===== src/rtl/nibbler_io_ports_if.sv =====
// Decode/execute-side port bus for nibbler_io_ports: IN/OUT strobes, port select, data.
// Latency 1 cycle on rd_data/rd_valid; no backpressure, every strobe is accepted.
interface nibbler_io_ports_if #(
    parameter int DATA_W = 4,
    parameter int ADDR_W = 2
);
    logic [ADDR_W-1:0] port_sel;
    logic              in_en;
    logic              rd_mode;
    logic              out_en;
    logic [DATA_W-1:0] wr_data;
    logic [DATA_W-1:0] rd_data;
    logic              rd_valid;

    modport master (
        output port_sel,
        output in_en,
        output rd_mode,
        output out_en,
        output wr_data,
        input  rd_data,
        input  rd_valid
    );

    modport slave (
        input  port_sel,
        input  in_en,
        input  rd_mode,
        input  out_en,
        input  wr_data,
        output rd_data,
        output rd_valid
    );
endinterface


===== src/rtl/nibbler_io_ports.sv =====
// Multi-port I/O for Nibbler: synchronised, debounced inputs with rising-edge latches, output latches.
// Reads/writes take effect on the strobe edge (1-cycle latency); no backpressure.
module nibbler_io_ports #(
    parameter int DATA_W     = 4,
    parameter int N_PORTS    = 4,
    parameter int ADDR_W     = 2,
    parameter int DEB_CYCLES = 4,
    parameter int CNT_W      = 3
) (
    input  logic                      clock_i,
    input  logic                      reset_i,
    input  logic [N_PORTS*DATA_W-1:0] pushbuttons_i,
    nibbler_io_ports_if.slave         bus,
    output logic [N_PORTS*DATA_W-1:0] ff_out_o,
    output logic [N_PORTS-1:0]        edge_pending_o
);

    localparam int               NB      = N_PORTS * DATA_W;
    localparam logic [CNT_W-1:0] CNT_MAX = CNT_W'(DEB_CYCLES - 1);

    logic [NB-1:0]             sync1_q;
    logic [NB-1:0]             sync2_q;
    logic [NB-1:0]             deb_q,  deb_d;
    logic [NB-1:0][CNT_W-1:0]  cnt_q,  cnt_d;
    logic [NB-1:0]             edge_q, edge_d;
    logic [NB-1:0]             rise;
    logic [NB-1:0]             clr_mask;
    logic [NB-1:0]             ff_out_q, ff_out_d;
    logic [DATA_W-1:0]         rd_data_q, rd_data_d;
    logic                      rd_valid_q, rd_valid_d;
    logic [N_PORTS-1:0]        port_hit;
    logic [DATA_W-1:0]         sel_lvl;
    logic [DATA_W-1:0]         sel_edge;

    // Per-bit debounce: the counter only advances while the synchronised input disagrees with d.
    always_comb begin
        deb_d = deb_q;
        cnt_d = '0;
        for (int b = 0; b < NB; b++) begin
            if (sync2_q[b] != deb_q[b]) begin
                if (cnt_q[b] == CNT_MAX) begin
                    deb_d[b] = sync2_q[b];
                end else begin
                    cnt_d[b] = cnt_q[b] + 1'b1;
                end
            end
        end
    end

    assign rise = deb_d & ~deb_q;

    // Out-of-range selects match no port, so reads return 0 and writes are dropped naturally.
    always_comb begin
        port_hit = '0;
        for (int p = 0; p < N_PORTS; p++) begin
            port_hit[p] = (bus.port_sel == ADDR_W'(p));
        end
    end

    always_comb begin
        sel_lvl  = '0;
        sel_edge = '0;
        clr_mask = '0;
        ff_out_d = ff_out_q;
        for (int p = 0; p < N_PORTS; p++) begin
            if (port_hit[p]) begin
                sel_lvl  = deb_q[p*DATA_W +: DATA_W];
                sel_edge = edge_q[p*DATA_W +: DATA_W];
                if (bus.in_en && bus.rd_mode) begin
                    clr_mask[p*DATA_W +: DATA_W] = '1;
                end
                if (bus.out_en) begin
                    ff_out_d[p*DATA_W +: DATA_W] = bus.wr_data;
                end
            end
        end
    end

    // A rise on the same edge as a clearing read wins, so no key press is lost.
    assign edge_d = (edge_q & ~clr_mask) | rise;

    always_comb begin
        rd_data_d  = rd_data_q;
        rd_valid_d = 1'b0;
        if (bus.in_en) begin
            rd_data_d  = bus.rd_mode ? sel_edge : sel_lvl;
            rd_valid_d = 1'b1;
        end
    end

    always_ff @(posedge clock_i) begin
        if (reset_i) begin
            sync1_q    <= '0;
            sync2_q    <= '0;
            deb_q      <= '0;
            cnt_q      <= '0;
            edge_q     <= '0;
            ff_out_q   <= '0;
            rd_data_q  <= '0;
            rd_valid_q <= 1'b0;
        end else begin
            sync1_q    <= pushbuttons_i;
            sync2_q    <= sync1_q;
            deb_q      <= deb_d;
            cnt_q      <= cnt_d;
            edge_q     <= edge_d;
            ff_out_q   <= ff_out_d;
            rd_data_q  <= rd_data_d;
            rd_valid_q <= rd_valid_d;
        end
    end

    always_comb begin
        edge_pending_o = '0;
        for (int p = 0; p < N_PORTS; p++) begin
            edge_pending_o[p] = |edge_q[p*DATA_W +: DATA_W];
        end
    end

    assign ff_out_o     = ff_out_q;
    assign bus.rd_data  = rd_data_q;
    assign bus.rd_valid = rd_valid_q;

endmodule


===== src/flat_wrapper.sv =====
// flat-port wrapper written by rule: the top's interface ports become plain ports
module nibbler_io_ports_flat 
#(
    parameter int DATA_W     = 4,
    parameter int N_PORTS    = 4,
    parameter int ADDR_W     = 2,
    parameter int DEB_CYCLES = 4,
    parameter int CNT_W      = 3
)
  (clock_i, reset_i, pushbuttons_i, ff_out_o, edge_pending_o, bus_port_sel, bus_in_en, bus_rd_mode, bus_out_en, bus_wr_data, bus_rd_data, bus_rd_valid);
  nibbler_io_ports_if #(.DATA_W(DATA_W), .ADDR_W(ADDR_W)) bus_i ();
  input  logic clock_i;
  input  logic reset_i;
  input  logic [N_PORTS*DATA_W-1:0] pushbuttons_i;
  output logic [N_PORTS*DATA_W-1:0] ff_out_o;
  output logic [N_PORTS-1:0] edge_pending_o;
  input wire logic [$bits(bus_i.port_sel)-1:0] bus_port_sel;
  input wire logic [$bits(bus_i.in_en)-1:0] bus_in_en;
  input wire logic [$bits(bus_i.rd_mode)-1:0] bus_rd_mode;
  input wire logic [$bits(bus_i.out_en)-1:0] bus_out_en;
  input wire logic [$bits(bus_i.wr_data)-1:0] bus_wr_data;
  output wire logic [$bits(bus_i.rd_data)-1:0] bus_rd_data;
  output wire logic [$bits(bus_i.rd_valid)-1:0] bus_rd_valid;
  assign bus_i.port_sel = bus_port_sel;
  assign bus_i.in_en = bus_in_en;
  assign bus_i.rd_mode = bus_rd_mode;
  assign bus_i.out_en = bus_out_en;
  assign bus_i.wr_data = bus_wr_data;
  assign bus_rd_data = bus_i.rd_data;
  assign bus_rd_valid = bus_i.rd_valid;
  nibbler_io_ports #(.DATA_W(DATA_W), .N_PORTS(N_PORTS), .ADDR_W(ADDR_W), .DEB_CYCLES(DEB_CYCLES), .CNT_W(CNT_W)) u_core (.clock_i(clock_i), .reset_i(reset_i), .pushbuttons_i(pushbuttons_i), .bus(bus_i), .ff_out_o(ff_out_o), .edge_pending_o(edge_pending_o));
endmodule

===== config.mk =====
export PLATFORM = sky130hd
export DESIGN_NAME = nibbler_io_ports_flat
export DESIGN_NICKNAME = d
export VERILOG_FILES = /design/src/rtl/nibbler_io_ports_if.sv /design/src/rtl/nibbler_io_ports.sv /design/src/flat_wrapper.sv
export SDC_FILE = /design/constraint.sdc
export NUM_CORES = 1
export LEC_CHECK = 0
export BUFFER_PORTS_ARGS = -buffer_cell sky130_fd_sc_hd__buf_2
export CORE_ASPECT_RATIO = 2
export CORE_UTILIZATION = 60
export DETAILED_ROUTE_END_ITERATION = 8
export GPL_ROUTABILITY_DRIVEN = 0
export GPL_TIMING_DRIVEN = 0
export PLACE_DENSITY = 0.86
export SYNTH_ARGS = -nofsm -noshare
export SYNTH_HDL_FRONTEND = slang
export SYNTH_SLANG_ARGS = --single-unit

===== constraint.sdc =====
create_clock -name clock_i -period 2.95 [get_ports clock_i]
set_input_delay 0.4425 -clock clock_i [delete_from_list [all_inputs] [get_ports clock_i]]
set_output_delay 0.4425 -clock clock_i [all_outputs]
set_load 0.005 [all_outputs]

### Word-level counts from Yosys, hierarchy flattened

Cells that the tools add are included.

| storage, ports and cells | value |
|---|---|
| register bits | 133 |
| bits in latches | 0 |
| bits in writable memories | 0 |
| bits in read-only memories | 0 |
| word-level logic and storage cells | 171 |
| memories | 0 |

| cells by class | value |
|---|---|
| $add $sub $neg | 16 |
| multipliers | 0 |
| divide/modulo/power cells | 0 |
| magnitude comparators | 0 |
| equality and inequality tests | 35 |
| shift-type cells | 0 |
| mux-type cells | 47 |
| bitwise logic cells | 21 |
| reductions and logical operators | 26 |

Operators by type and width:

| operator | number |
|---|---|
| 4-bit 2-to-1 mux | 14 |
| 3-bit by 1-bit adder with 3-bit output, second input constant | 16 |
| 3-bit by 2-bit equality test with 1-bit output, second input constant | 16 |
| 3-bit OR reduction | 16 |
| 1-bit 2-to-1 mux | 33 |
| 16-bit bitwise AND | 2 |
| 16-bit NOT | 2 |
| 1-bit != test | 16 |
| 1-bit NOT | 16 |
| 16-bit OR | 1 |
| 4-bit OR reduction | 4 |
| 2-bit AND reduction | 4 |
| 2-bit equality test, second input constant | 2 |
| 2-bit by 1-bit equality test with 1-bit output, second input constant | 1 |
| 2-bit logical NOT | 1 |
| 1-bit logical AND | 1 |

### Longest topological paths before layout

| logic depth | value |
|---|---|
| depth after elaboration | 6 |
| depth in mapped cells | 6 |

### Least setup slack after synthesis

OpenSTA, ideal clock, no wires.

| path | value |
|---|---|
| path type | in2reg |
| from | input bus_port_sel[0] |
| to | register u_core.rd_data_q[1], in the netlist u_core.bus.rd_data[1] |
| setup time | 0.143 ns |
| arrival | 1.335 ns |
| required time | 2.807 ns |
| setup slack | 1.472 ns |
| cell stages on the path | 4 |
| buffers on the path | 1 |
| cells stage by stage | buf_6 -> mux4_2 -> a22oi_1 -> a311oi_1 |

| on the way | value |
|---|---|
| word-level cells in the longest chain between the ends | 6 |

Ends and longest elaborated chain:

| item | RTL line | source |
|---|---|---|
| start: declaration | flat_wrapper.sv:17 | `input wire logic [$bits(bus_i.port_sel)-1:0] bus_port_sel;` |
| 2-bit logical NOT | nibbler_io_ports.sv:56 | `port_hit[p] = (bus.port_sel == ADDR_W'(p));` |
| 4-bit 2-to-1 mux (4 in a row) | nibbler_io_ports.sv:66 | `if (port_hit[p]) begin` |
| 4-bit 2-to-1 mux (*) | nibbler_io_ports.sv:86 | `rd_data_d = bus.rd_mode ? sel_edge : sel_lvl;` |
| end signal: assignment | nibbler_io_ports.sv:108 | `rd_data_q <= rd_data_d;` |
| end: declaration | nibbler_io_ports.sv:29 | `logic [DATA_W-1:0] rd_data_q, rd_data_d;` |

Every way passes the cells marked *; elsewhere a longest branch is shown, timed or not.
A chain may end at the register's enable or synchronous reset.

### Final worst setup path

| path | value |
|---|---|
| from | register u_core.edge_q[14] |
| to | output edge_pending_o[3] |

| on the way | value |
|---|---|
| word-level cells in the longest chain between the ends | 1 |

Ends and longest elaborated chain:

| item | RTL line | source |
|---|---|---|
| start: declaration | nibbler_io_ports.sv:25 | `logic [NB-1:0] edge_q, edge_d;` |
| start signal: assignment | nibbler_io_ports.sv:106 | `edge_q <= edge_d;` |
| 4-bit OR reduction | nibbler_io_ports.sv:116 | `edge_pending_o[p] = \|edge_q[p*DATA_W +: DATA_W];` |
| end: declaration | flat_wrapper.sv:16 | `output logic [N_PORTS-1:0] edge_pending_o;` |

No other way between the ends.

==> results.py <==
metrics = {
    "status": {
        "run_status": "finished, final reports clean",
    },
    "worst_setup_path": {
        "worstPathMaxFanout": 3,
        "crit_path_start_kind": "flop",
        "reg2reg_depth": 4,
        "setup.reg_to_reg.worst_slack_ns": 1.59,
        "endpoint_kind": "output pin",
        "r2r-start": "u_core.cnt_q[27]$_SDFF_PP0_",
        "arrival_ns": 1.43,
        "cp.required_ns": 2.51,
        "reg2reg_to": "u_core.cnt_q[27]$_SDFF_PP0_",
        "crit_type": "flop to output pin",
        "crit_path_start": "u_core.edge_q[14]$_SDFF_PP0_",
        "setup.worst_path.end": "edge_pending_o[3]",
    },
    "drt": {
        "totalWireLength_um": 10100,
        "drt-vias-per-instance": 5.38,
        "dr_total_vias": 3530,
        "drt-pass1-iter-count": 5,
        "routedWlPerCell_um": 15.5,
        "drc_errors": 0,
        "drt_first_iter_violations": 112,
        "drtAntennaViolNets": 0,
    },
    "final_layout": {
        "mostFrequentLayoutCell": "dfxtp_1",
        "most-common-layout-cells": "dfxtp_1, nor2_1, buf_2, nor2b_1, inv_1",
        "fin_nets": 607,
        "fillerInstances": 545,
        "drive_gt1_share_pct": 16.6,
        "area_delta_synth_final_pct": 19.7,
        "fin_util_pct": 74.5,
        "antenna_cells": 0,
    },
    "global_route": {
        "grt-ovfl-total": 0,
        "grt_max_degree": 17,
        "antenna_found_initial": 0,
        "grt_pass1_wl_um": 16000,
        "grt_pass1_vias": 3549,
        "track_usage_pct": 25.7,
    },
    "timing": {
        "tightest_slew_ns": 0.625,
        "fmax_mhz": 533,
        "period_share_pct": 63.6,
        "tns_ns": 0,
        "slew_headroom_pct": 58.3,
        "setup_viol": 0,
        "layout_min_cycle_time_ns": 1.88,
        "fin_skew_ns": 0.00527,
        "final.setup.worst_slack_ns": 1.07,
        "hold_viol_final": 0,
        "rsz0062_at_grt": "false",
        "slew_violations": 0,
    },
    "clocking": {
        "cts-htree-levels": 4,
        "cts_made_buffers": 17,
        "clkSlewWorstSetupHoldPaths_ns": 0.05,
        "cts.sinks": 133,
        "clk_latency_ns": 0.41,
        "cts_buffer_depth": 2,
        "cts.repair.resized": 0,
        "root_buffer": "clkbuf_16",
        "post_cts_buffers": 0,
        "hold_buffers": 0,
        "cts_tree": "done",
    },
    "floorplanning": {
        "die_w_um": 66.2,
        "initial_core_util_pct": 62.2,
        "rows": 46,
        "core_area_mm2": 0.00794,
        "fp.dieH_um": 130,
        "ios": 52,
        "die_area_mm2": 0.00863,
    },
    "flow_run": {
        "max_cap_viol_count": 0,
    },
    "logic_synthesis": {
        "synth_area_per_cell_um2": 10.3,
        "ys_types": 34,
        "synth_top_area_share_pct": 53.9,
        "synth_top_area_cell": "dfxtp_1",
        "syn-cell-area_mm2": 0.00494,
        "synth_fp_nets": 539,
        "ys_top_cells_by_area": "dfxtp_1, ha_1, nor2_1, mux2i_1, nor2b_1",
        "synth_seq_area_share_pct": 53.9,
        "yosysWarnings": 0,
        "synth_cells": 480,
        "ys_ff_latch": 133,
    },
    "place": {
        "post-place-ws_ns": 1.10,
        "dp_hpwl_um": 7420,
        "port_buffers": 49,
    },
    "min_path": {
        "min_path_type": "primary input to flop",
    },
    "power_and_ir_drop": {
        "peakVddDrop_uv": 693,
        "p_leak_nw": 2.49,
        "power_density_mw_per_mm2": 699,
    },
}
## metrics by stage
| stage | area (um2) | hold slack (ns) | std cells | power (mW) |
|---|---|---|---|---|
| 2_1_floorplan | 4940 | 0.399 | 480 | 1.99 |
| 3_3_place_gp | 5310 | 0.406 | 625 | 2.05 |
| 3_5_place_dp | 5310 | 0.414 | 625 | 2.05 |
| 4_1_cts | 5920 | 0.229 | 656 | 4.16 |
| 5_1_grt | 5920 | 0.234 | 656 | 4.26 |
| 6_report | 5920 | 0.237 | 656 | 4.14 |
## sequential cells by signal, summed over array words and instances, names as in the netlist
name	cells
u_core.sync1_q	16
u_core.deb_q	16
u_core.edge_q	16
u_core.bus.rd_data	4
u_core.ff_out_o	16
u_core.sync2_q	16
u_core.bus.rd_valid	1
u_core.cnt_q	48
## synth_stat cells
| library cell | instances |
|---|---|
| dfxtp_1 | 133 |
| nor2_1 | 83 |
| nor2b_1 | 36 |
| inv_1 | 35 |
| ha_1 | 32 |
| mux2i_1 | 31 |
| nand2_1 | 19 |
| or3_1 | 16 |
| xnor2_1 | 16 |
| clkbuf_1 | 10 |
| o31ai_1 | 10 |
| nand3_1 | 8 |
| a21oi_1 | 7 |
| mux2_2 | 6 |
| a22oi_1 | 4 |
| buf_1 | 4 |
| or4_1 | 4 |
| a311oi_1 | 3 |
| mux4_2 | 3 |
| nand3b_1 | 3 |
| o32ai_1 | 3 |
| a31oi_1 | 2 |
| a211oi_2 | 1 |
| a21o_1 | 1 |
| and2_1 | 1 |
| buf_12 | 1 |
| buf_4 | 1 |
| buf_6 | 1 |
| clkbuf_2 | 1 |
| nand2b_1 | 1 |
| nand4_1 | 1 |
| nor4bb_1 | 1 |
| o21ai_0 | 1 |
| o21bai_1 | 1 |
## area by class of cell
type | count | area [um2] | share of cell area [%]
flip-flops and latches | 133 | 2660 | 45.0
well taps | 96 | 120 | 2.03
multi-input cells | 294 | 2050 | 34.7
clock inverters | 9 | 125 | 2.11
clock buffers | 22 | 484 | 8.18
repair buffers | 49 | 245 | 4.14
inverters | 35 | 131 | 2.22
plain buffers | 18 | 96.3 | 1.63
## power breakdown
group | total, mW | leakage (nW) | internal [mW] | switching [mW]
Combinational | 0.163 | 1.11 | 0.0692 | 0.0935
Clock | 2.12 | 0.298 | 1.41 | 0.712
Sequential | 1.86 | 1.08 | 1.84 | 0.0192
Total | 4.14 | 2.49 | 3.31 | 0.824
## critical path: stages, from the launching register on
cell and delay (ns):
dfxtp_1 0.31, or4_1 0.56, buf_2 0.15
## worst min path at each step
stage	from	to	slack [ns]	depth (start not counted)
finish	pushbuttons_i[1]	u_core.sync1_q[1]$_SDFF_PP0_	0.24	2
global route	pushbuttons_i[15]	u_core.sync1_q[15]$_SDFF_PP0_	0.23	2
CTS	pushbuttons_i[13]	u_core.sync1_q[13]$_SDFF_PP0_	0.23	2
detailed placement	u_core.cnt_q[33]$_SDFF_PP0_	u_core.cnt_q[33]$_SDFF_PP0_	0.41	1
global placement	u_core.cnt_q[15]$_SDFF_PP0_	u_core.cnt_q[15]$_SDFF_PP0_	0.41	1
floorplan	u_core.cnt_q[0]$_SDFF_PP0_	u_core.cnt_q[0]$_SDFF_PP0_	0.40	1
## logic make-up after synthesis
family | count (synthesis) | share of synthesized area, %
AOI/OAI and AO/OA | 33 | 4.81
buffers and inverters | 53 | 4.61
xor gates and xnor gates | 16 | 2.83
adders and majority gates | 32 | 8.10
muxes | 40 | 9.01
and+or+nand+nor | 173 | 16.8
DFF | 133 | 53.9
## per-layer routing
layer  GRT usage [%]  vias to the layer above  part of all wire (%)
met5               0                        -                     0
met4            18.5                        0                   5.1
met3            7.87                       43                   4.2
met2            47.3                       94                    56
met1            22.5                     1666                    35
li1                -                     1727                     -
Power figures use the tool's default switching activity.
